==> src/rtl/lcd_ctrl.sv <==
// lcd_ctrl: Avalon-MM slave feeding an HD44780 8-bit LCD bus from a
// command/data FIFO, with an optional power-on init sequence.
module lcd_ctrl #(
  parameter int FIFO_DEPTH  = 16,
  parameter int INIT_EN     = 1,
  parameter int T_POWERUP   = 750000,
  parameter int T_AS        = 3,
  parameter int T_PW        = 12,
  parameter int T_H         = 2,
  parameter int T_EXEC      = 2500,
  parameter int T_EXEC_LONG = 82000
) (
  input  logic       clk,
  input  logic       reset_n,
  input  logic [1:0] address,
  input  logic       chipselect,
  input  logic       write_n,
  input  logic       read_n,
  input  logic [7:0] writedata,
  output logic [7:0] readdata,
  output logic [7:0] lcd_data,
  output logic       lcd_rs,
  output logic       lcd_rw,
  output logic       lcd_e
);

  localparam int TMAX = (T_POWERUP > T_EXEC_LONG) ? T_POWERUP : T_EXEC_LONG;
  localparam int CW   = $clog2(TMAX + 1);
  localparam int AW   = $clog2(FIFO_DEPTH);
  localparam int LW   = AW + 1;

  localparam logic [CW-1:0] C_PU  = CW'(T_POWERUP - 1);
  localparam logic [CW-1:0] C_AS  = CW'(T_AS - 1);
  localparam logic [CW-1:0] C_PW  = CW'(T_PW - 1);
  localparam logic [CW-1:0] C_H   = CW'(T_H - 1);
  localparam logic [CW-1:0] C_EX  = CW'(T_EXEC - 1);
  localparam logic [CW-1:0] C_EXL = CW'(T_EXEC_LONG - 1);

  typedef enum logic [2:0] {
    S_POWERUP,
    S_INIT,
    S_IDLE,
    S_SETUP,
    S_PULSE,
    S_HOLD,
    S_EXEC
  } state_e;

  state_e        state_q, state_d;
  logic [CW-1:0] cnt_q, cnt_d;
  logic [2:0]    idx_q, idx_d;
  logic [7:0]    data_q, data_d;
  logic          rs_q, rs_d;
  logic          e_q, e_d;
  logic          done_q, done_d;
  logic          ovf_q, ovf_d;

  logic [8:0]    mem_q [FIFO_DEPTH];
  logic [AW-1:0] wp_q, rp_q;
  logic [LW-1:0] lvl_q;

  logic       wr, push, push_ok, pop;
  logic       full, empty, busy, tdone, long_x;
  logic [2:0] nidx;
  logic [8:0] rd_ent;

  function automatic logic [7:0] rom_f(input logic [2:0] i);
    unique case (i)
      3'd0, 3'd1, 3'd2: rom_f = 8'h38;
      3'd3:             rom_f = 8'h0C;
      3'd4:             rom_f = 8'h01;
      default:          rom_f = 8'h06;
    endcase
  endfunction

  assign wr      = chipselect & ~write_n;
  assign push    = wr & ~address[1];
  assign full    = (lvl_q == LW'(FIFO_DEPTH));
  assign empty   = (lvl_q == '0);
  assign push_ok = push & ~full;
  assign rd_ent  = mem_q[rp_q];
  assign busy    = ~empty | (state_q != S_IDLE);
  assign tdone   = (cnt_q == '0);
  assign nidx    = idx_q + 3'd1;
  // Init entries and clear/home commands need the long execution wait.
  assign long_x  = ~done_q |
                   (~rs_q & (data_q[7:2] == 6'd0) & (data_q[1:0] != 2'd0));

  always_ff @(posedge clk) begin
    if (push_ok) mem_q[wp_q] <= {address[0], writedata};
  end

  always_ff @(posedge clk) begin
    if (!reset_n) begin
      wp_q  <= '0;
      rp_q  <= '0;
      lvl_q <= '0;
    end else begin
      if (push_ok) wp_q <= wp_q + 1'b1;
      if (pop)     rp_q <= rp_q + 1'b1;
      unique case ({push_ok, pop})
        2'b10:   lvl_q <= lvl_q + 1'b1;
        2'b01:   lvl_q <= lvl_q - 1'b1;
        default: lvl_q <= lvl_q;
      endcase
    end
  end

  always_comb begin
    ovf_d = ovf_q;
    if (wr && address == 2'd2) ovf_d = 1'b0;
    if (push && full)          ovf_d = 1'b1;
  end

  always_ff @(posedge clk) begin
    if (!reset_n) begin
      state_q <= S_POWERUP;
      cnt_q   <= C_PU;
      idx_q   <= '0;
      data_q  <= '0;
      rs_q    <= 1'b0;
      e_q     <= 1'b0;
      done_q  <= 1'b0;
      ovf_q   <= 1'b0;
    end else begin
      state_q <= state_d;
      cnt_q   <= cnt_d;
      idx_q   <= idx_d;
      data_q  <= data_d;
      rs_q    <= rs_d;
      e_q     <= e_d;
      done_q  <= done_d;
      ovf_q   <= ovf_d;
    end
  end

  always_comb begin
    state_d = state_q;
    cnt_d   = tdone ? cnt_q : cnt_q - 1'b1;
    idx_d   = idx_q;
    data_d  = data_q;
    rs_d    = rs_q;
    e_d     = e_q;
    done_d  = done_q;
    pop     = 1'b0;
    unique case (state_q)
      S_POWERUP: begin
        if (tdone) begin
          if (INIT_EN != 0) begin
            state_d = S_INIT;
          end else begin
            state_d = S_IDLE;
            done_d  = 1'b1;
          end
        end
      end
      S_INIT: begin
        data_d  = rom_f(idx_q);
        rs_d    = 1'b0;
        cnt_d   = C_AS;
        state_d = S_SETUP;
      end
      S_IDLE: begin
        if (!empty) begin
          pop     = 1'b1;
          data_d  = rd_ent[7:0];
          rs_d    = rd_ent[8];
          cnt_d   = C_AS;
          state_d = S_SETUP;
        end
      end
      S_SETUP: begin
        if (tdone) begin
          e_d     = 1'b1;
          cnt_d   = C_PW;
          state_d = S_PULSE;
        end
      end
      S_PULSE: begin
        if (tdone) begin
          e_d     = 1'b0;
          cnt_d   = C_H;
          state_d = S_HOLD;
        end
      end
      S_HOLD: begin
        if (tdone) begin
          cnt_d   = long_x ? C_EXL : C_EX;
          state_d = S_EXEC;
        end
      end
      S_EXEC: begin
        if (tdone) begin
          if (done_q) begin
            state_d = S_IDLE;
          end else if (idx_q == 3'd5) begin
            done_d  = 1'b1;
            state_d = S_IDLE;
          end else begin
            // Init entries chain straight into the next setup phase.
            idx_d   = nidx;
            data_d  = rom_f(nidx);
            rs_d    = 1'b0;
            cnt_d   = C_AS;
            state_d = S_SETUP;
          end
        end
      end
      default: state_d = S_POWERUP;
    endcase
  end

  always_comb begin
    readdata = '0;
    if (chipselect && !read_n) begin
      unique case (address)
        2'd2:    readdata = {4'b0, ovf_q, done_q, full, busy};
        2'd3:    readdata = {{(8 - LW){1'b0}}, lvl_q};
        default: readdata = '0;
      endcase
    end
  end

  assign lcd_data = data_q;
  assign lcd_rs   = rs_q;
  assign lcd_rw   = 1'b0;
  assign lcd_e    = e_q;

endmodule

==> config.mk <==
export PLATFORM = sky130hd
export DESIGN_NAME = lcd_ctrl
export DESIGN_NICKNAME = d
export VERILOG_FILES = /design/src/rtl/lcd_ctrl.sv
export SDC_FILE = /design/constraint.sdc
export NUM_CORES = 1
export LEC_CHECK = 0
export CORE_UTILIZATION = 50
export CTS_CLUSTER_SIZE = 10
export DETAILED_ROUTE_END_ITERATION = 8
export PLACE_DENSITY = 0.63
export SYNTH_ARGS = -nofsm -noshare
export SYNTH_HDL_FRONTEND = slang
export SYNTH_SLANG_ARGS = --single-unit
==> constraint.sdc <==
create_clock -name clk -period 3.77 [get_ports clk]
set_input_delay 0.377 -clock clk [delete_from_list [all_inputs] [get_ports clk]]
set_output_delay 0.377 -clock clk [all_outputs]
set_load 0.005 [all_outputs]
Yosys cells after proc, flatten, opt, wreduce, memory -nomap -nowiden:

Memory sizes are Yosys's and may differ from the RTL's. A register that Yosys moved wholly into a read port is not among the register bits.
Index checks and enable logic that the tools add are counted.

* register bits after elaboration: 51
* memory bits (writable): 144
* bits of input ports: 15
* output and inout bits: 19
* word-level logic and storage cells: 130
* memories: 1

Memories
* mem_q: words 16, bits a word 9, rd ports 1, clocked after Yosys merged registers in 1, write ports 1, RTL line 58 `logic [8:0] mem_q [FIFO_DEPTH];`

* add/sub/neg operators: 6
* equality and inequality tests: 29
* multiplexer cells: 47
* bitwise logic cells: 14
* reduce and logical (&&, ||, !) cells: 22

Operators by type and width (count)
* $mux 20: 8
* $pmux 20 s6: 1
* $pmux 6 s3: 2
* $mux 8: 4
* $pmux 8 s3: 1
* $pmux 3 s7: 1
* $logic_not 20->1: 1
* $pmux 5 s2: 2
* $sub 20x1->20 const B: 1
* $eq 3x2->1 const B: 6
* $eq 3x3->1 const B: 6
* $mux 3: 6
* $mux 17: 1
* $mux 1: 16
* $ne 2x2->1 const B: 8
* $eq 3x1->1 const B: 3
* $logic_not 3->1: 3
* $add 4x1->4 const B: 2
* $mux 4: 2
* $reduce_bool 2->1: 4
* $not 1->1: 7
* $eq 2x2->1 const B: 3
* $logic_not 6->1: 1
* $reduce_and 6->1: 1
* 20 further kinds: 28

Logic depth before layout (Yosys ltp):

* depth after elaboration: 8
* gate-level depth with buffers: 11
* mapped depth without buffers: 11

Least setup slack after synthesis:

OpenSTA, ideal clock, no wires.

* path kind: reg-to-reg
* from: reg lvl_q[2]
* to: reg lvl_q[4]
* library setup time: 0.071 ns
* arrival time: 2.671 ns
* required time: 3.699 ns
* path slack: 1.028 ns
* cell stages (with the launch flop): 11
* buffers on the path: 1
* period minus slack after synthesis: 2.742 ns
* cells stage by stage: dfxtp_1 > or4_4 > o21a_1 > buf_6 > ha_1 > ha_1 > nor2b_1 > o21ai_0 > a21oi_1 > or4_1 > a21oi_1

* cells in the longest elaborated chain, start to end: 5
* elaborated cells on any way between the ends: 12
* those cells by class: 2 x add/sub; 3 x eq/ne; 3 x mux; 2 x bitwise; 2 x reduce/logical

RTL lines
* from (decl): RTL line 60 `logic [LW-1:0] lvl_q;`
* from (signal assigned): RTL line 102 `2'b10: lvl_q <= lvl_q + 1'b1;`
* from (signal assigned): RTL line 103 `2'b01: lvl_q <= lvl_q - 1'b1;`
* from (signal assigned): RTL line 104 `default: lvl_q <= lvl_q;`
* $logic_not 5->1 *: RTL line 79 `assign empty = (lvl_q == '0);`
* $mux 1 *: RTL line 164 `if (!empty) begin`
* $mux 1 *: RTL line 146 `unique case (state_q)`
* via pop: RTL line 62 `logic wr, push, push_ok, pop;`
* $eq 2x1->1 / $eq 2x2->1 (equally long branches): RTL line 101 `unique case ({push_ok, pop})`
* $pmux 5 s2 / $reduce_bool 2->1 (equally long branches)

The timed path passes the listed nets; every way through them passes the cells marked *.
A chain may end at the register's enable or synchronous reset.

Worst setup path in the final report:

* from: reg lvl_q[2]
* to: reg lvl_q[4]

* cells in the longest elaborated chain, start to end: 5
* elaborated cells on any way between the ends: 12
* those cells by class: 2 x add/sub; 3 x eq/ne; 3 x mux; 2 x bitwise; 2 x reduce/logical

RTL lines (RTL line)
* $logic_not 5->1 / $eq 5x5->1 (equally long branches): 79, 78
* $mux 1 / $not 1->1 (equally long branches): 164, 80
* $mux 1 / $and 1x1->1 (equally long branches): 146, 80
* $eq 2x1->1 / $eq 2x2->1 (equally long branches): 101
* $pmux 5 s2 / $reduce_bool 2->1 (equally long branches)

Parallel ways exist; a longest one is shown, timed or not.

==> results.cfg <==
[die]
fp.dieH_um = 135
fp.dieW_um = 135
pin_count = 34
initial_core_util_pct = 51.2
dieArea_mm2 = 0.0182
coreArea_mm2 = 0.0173
fp-row-count = 48

[clocking]
clock-sinks = 199
cts_setup_buffers = 0
hold_buffers = 0
clockBufferDepth = 2
clk_pin_slew_worst_paths_ps = 70
cts.repair.resized = 0
cts_buffers = 17
cts_max_level = 4
clk_latency_ps = 430
cts_tree = built
root_buffer = clkbuf_16

[placement]
place_hpwl_um = 12800
port_buffers = 29
globalplace.congestion = 0.861
post-place-ws_ps = 603

[synth]
synth.yosys.seq_area_share_pct = 61.3
synth_cells = 638
syn_area_per_cell_um2 = 13.9
synth.largest_area_cell = edfxtp_1
synth_top_area_share_pct = 48.9
async_flop_share_pct = 0
synth_area_leaders = edfxtp_1, dfxtp_1, mux4_2
synth_edf_count = 144
synth.most_common_cell = edfxtp_1
dominantRegCellSynth = edfxtp_1
netlist_top_cells_count = edfxtp_1, dfxtp_1, nor2_1
syn_area_mm2 = 0.00885
synth_cell_types = 72
synth_warnings = 0
ys_ff_latch = 199

[drt]
routed_wl_um = 19000
drt_iter0_drc = 344
routedWlPerCell_um = 20.7
vias = 5506
drt-vias-per-instance = 6.00
ant_nets = 0
dr.pass1.iters = 5
drcViolationCount = 0

[worst_hold_path]
min_path_type = reg2reg
min_from = cnt_q[15]

[global_routing]
busiest_layer = met2
antenna_found_initial = 0
grt_pass1_wl_um = 29600
grt.met1_usage_pct = 28.8
grt_max_degree = 29
grt_overflow = 0
grt_use_total_pct = 22.2
grtUsageMet3_pct = 3.94
grt_pass1_vias = 5354
use_met2_pct = 37.7

[layout]
multi_input_area_mm2 = 0.00317
fillers = 1349
drive_above_1_share_pct = 17.5
antennaDiodeCount = 0
nNetsFinal = 714
regArea_mm2 = 0.00543
area_delta_synth_final_pct = 14.1

[worst_setup_path]
arrival_ps = 3370
r2r_slack_ps = 750
startpoint_type = register
critPathMaxFanout = 8
critPathCapture = lvl_q[4]
required_ps = 4120
cp-end-kind = register
regToRegStartpoint = lvl_q[2]
rr_worst_depth = 10
critPathMaxStageDelay_ps = 580
crit_chain = or4_4 -> o21a_1 -> buf_4 -> ha_1 -> ha_1 -> nor2b_1 -> o21ai_0 -> a21oi_1 -> or4_1 -> a21oi_1
critPathKind = reg2reg
crit_path_start = lvl_q[2]
critPathSlowestCell = or4_4
reg2reg_to = lvl_q[4]

[sta]
slew_viol_final = 0
fin_skew_ps = 7.65
fin_crit_sh_pct = 80.0
fin_ws_ps = 754
worst_pin_slew_ps = 856
rsz0062_at_grt = no
fin_tns_setup_ps = 0
fmax_mhz = 332
period_minus_slack_ps = 3020
hold_viol = 0
setup_viol = 0
slew_headroom_pct = 42.9

[run_status]
status = finished, final reports clean

[power_and_ir_drop]
leakagePower_nw = 3.27
power.density_mw_per_mm2 = 484
p_total_mw = 4.89
irDropWorstVdd_uv = 377

[job]
cap_violations = 0
-- sequential cells by signal, indices dropped and copies added, names as in the netlist, named ones only --
name	count
ovf_q	1
wp_q	4
lcd_rs	1
cnt_q	20
lvl_q	5
rp_q	4
lcd_data	8
idx_q	3
done_q	1
state_q	3
lcd_e	1
mem_q	144
-- where the power goes --
part | leakage [nW] | internal [mW] | total, mW | switching (mW)
sequential | 1.74 | 2.42 | 2.50 | 0.0863
combinational | 1.22 | 0.228 | 0.491 | 0.264
clock | 0.308 | 1.02 | 1.89 | 0.874
-- layer usage --
layer  vias up  wire length, µm
met5         -                0
met4         0              314
met3        21              855
met2       170             9460
met1      2766             8330
li1       2549                -
-- how the worst min path moves through the flow --
stage                     cells after the start        end  slack (ps)
after floorplan                               2  cnt_q[15]         470
after global placement                        2  cnt_q[15]         490
after detailed placement                      2  cnt_q[15]         500
after CTS                                     2  cnt_q[15]         520
after global routing                          2  cnt_q[15]         540
final                                         2  cnt_q[15]         520
-- placed cells by master (no fill, tap or decap), types with 4 or more instances in the layout --
master and instances:
edfxtp_1 144, nor2_1 53, dfxtp_1 53, mux4_2 36, buf_4 31, o21ai_0 29
clkdlybuf4s50_1 29, nand2_1 26, a21oi_1 22, inv_1 19, mux2i_1 18, ha_1 18
clkbuf_16 17, nand3_1 11, o31ai_1 11, xor2_1 10, nand2b_1 9, nor3_1 9
xnor2_1 9, o22ai_1 8, or4_1 7, nor4_1 6, a211oi_1 6, o211ai_1 6
nor2b_1 6, mux2_2 6, o221ai_1 5, a31oi_1 5, inv_8 5, and3_1 4
o211a_1 4, conb_1 4
-- logic make-up (layout without fill, tap and decap cells) --
| group | Yosys count | after routing | share of synthesized area [%] |
|---|---|---|---|
| buffers and inverters | 60 | 112 | 3.00 |
| multiplexers | 60 | 60 | 12.0 |
| XOR/XNOR | 19 | 19 | 1.88 |
| other | 1 | 4 | 0.0424 |
| AND/OR/NAND/NOR | 156 | 156 | 9.36 |
| AO/OA/AOI/OAI | 124 | 124 | 9.66 |
| flip-flops | 199 | 199 | 61.3 |
| adder cells (fa/ha/maj) | 19 | 19 | 2.77 |
-- stage by stage --
| stage | area [µm²] | hold WS [ps] | instances | utilization (%) |
|---|---|---|---|---|
| 5_1_grt | 10100 | 538 | 918 | 58.4 |
| 3_5_place_dp | 9480 | 503 | 886 | 54.8 |
| 6_report | 10100 | 522 | 918 | 58.4 |
| 2_1_floorplan | 8860 | 467 | 641 | - |
| 3_3_place_gp | 9480 | 493 | 886 | 54.8 |
| 4_1_cts | 10100 | 518 | 918 | 58.4 |
-- cell type report --
class | instances | share of cell area [%]
repair buffers | 60 | 5.18
well taps | 225 | 2.79
clock inverters | 15 | 1.96
multi-input cells | 382 | 31.4
flip-flops and latches | 199 | 53.7
clock buffers | 17 | 4.21
inverters | 20 | 0.743
-- worst max-delay path, delay by kind of cell, from the launching register on --
family | cells | cell delay, ps
DFF | 1 | 360
and+or+nand+nor | 3 | 1200
AOI/OAI and AO/OA | 4 | 660
adders and majority gates | 2 | 560
buffers and inverters | 1 | 160
(Power assumes the default switching activity.)
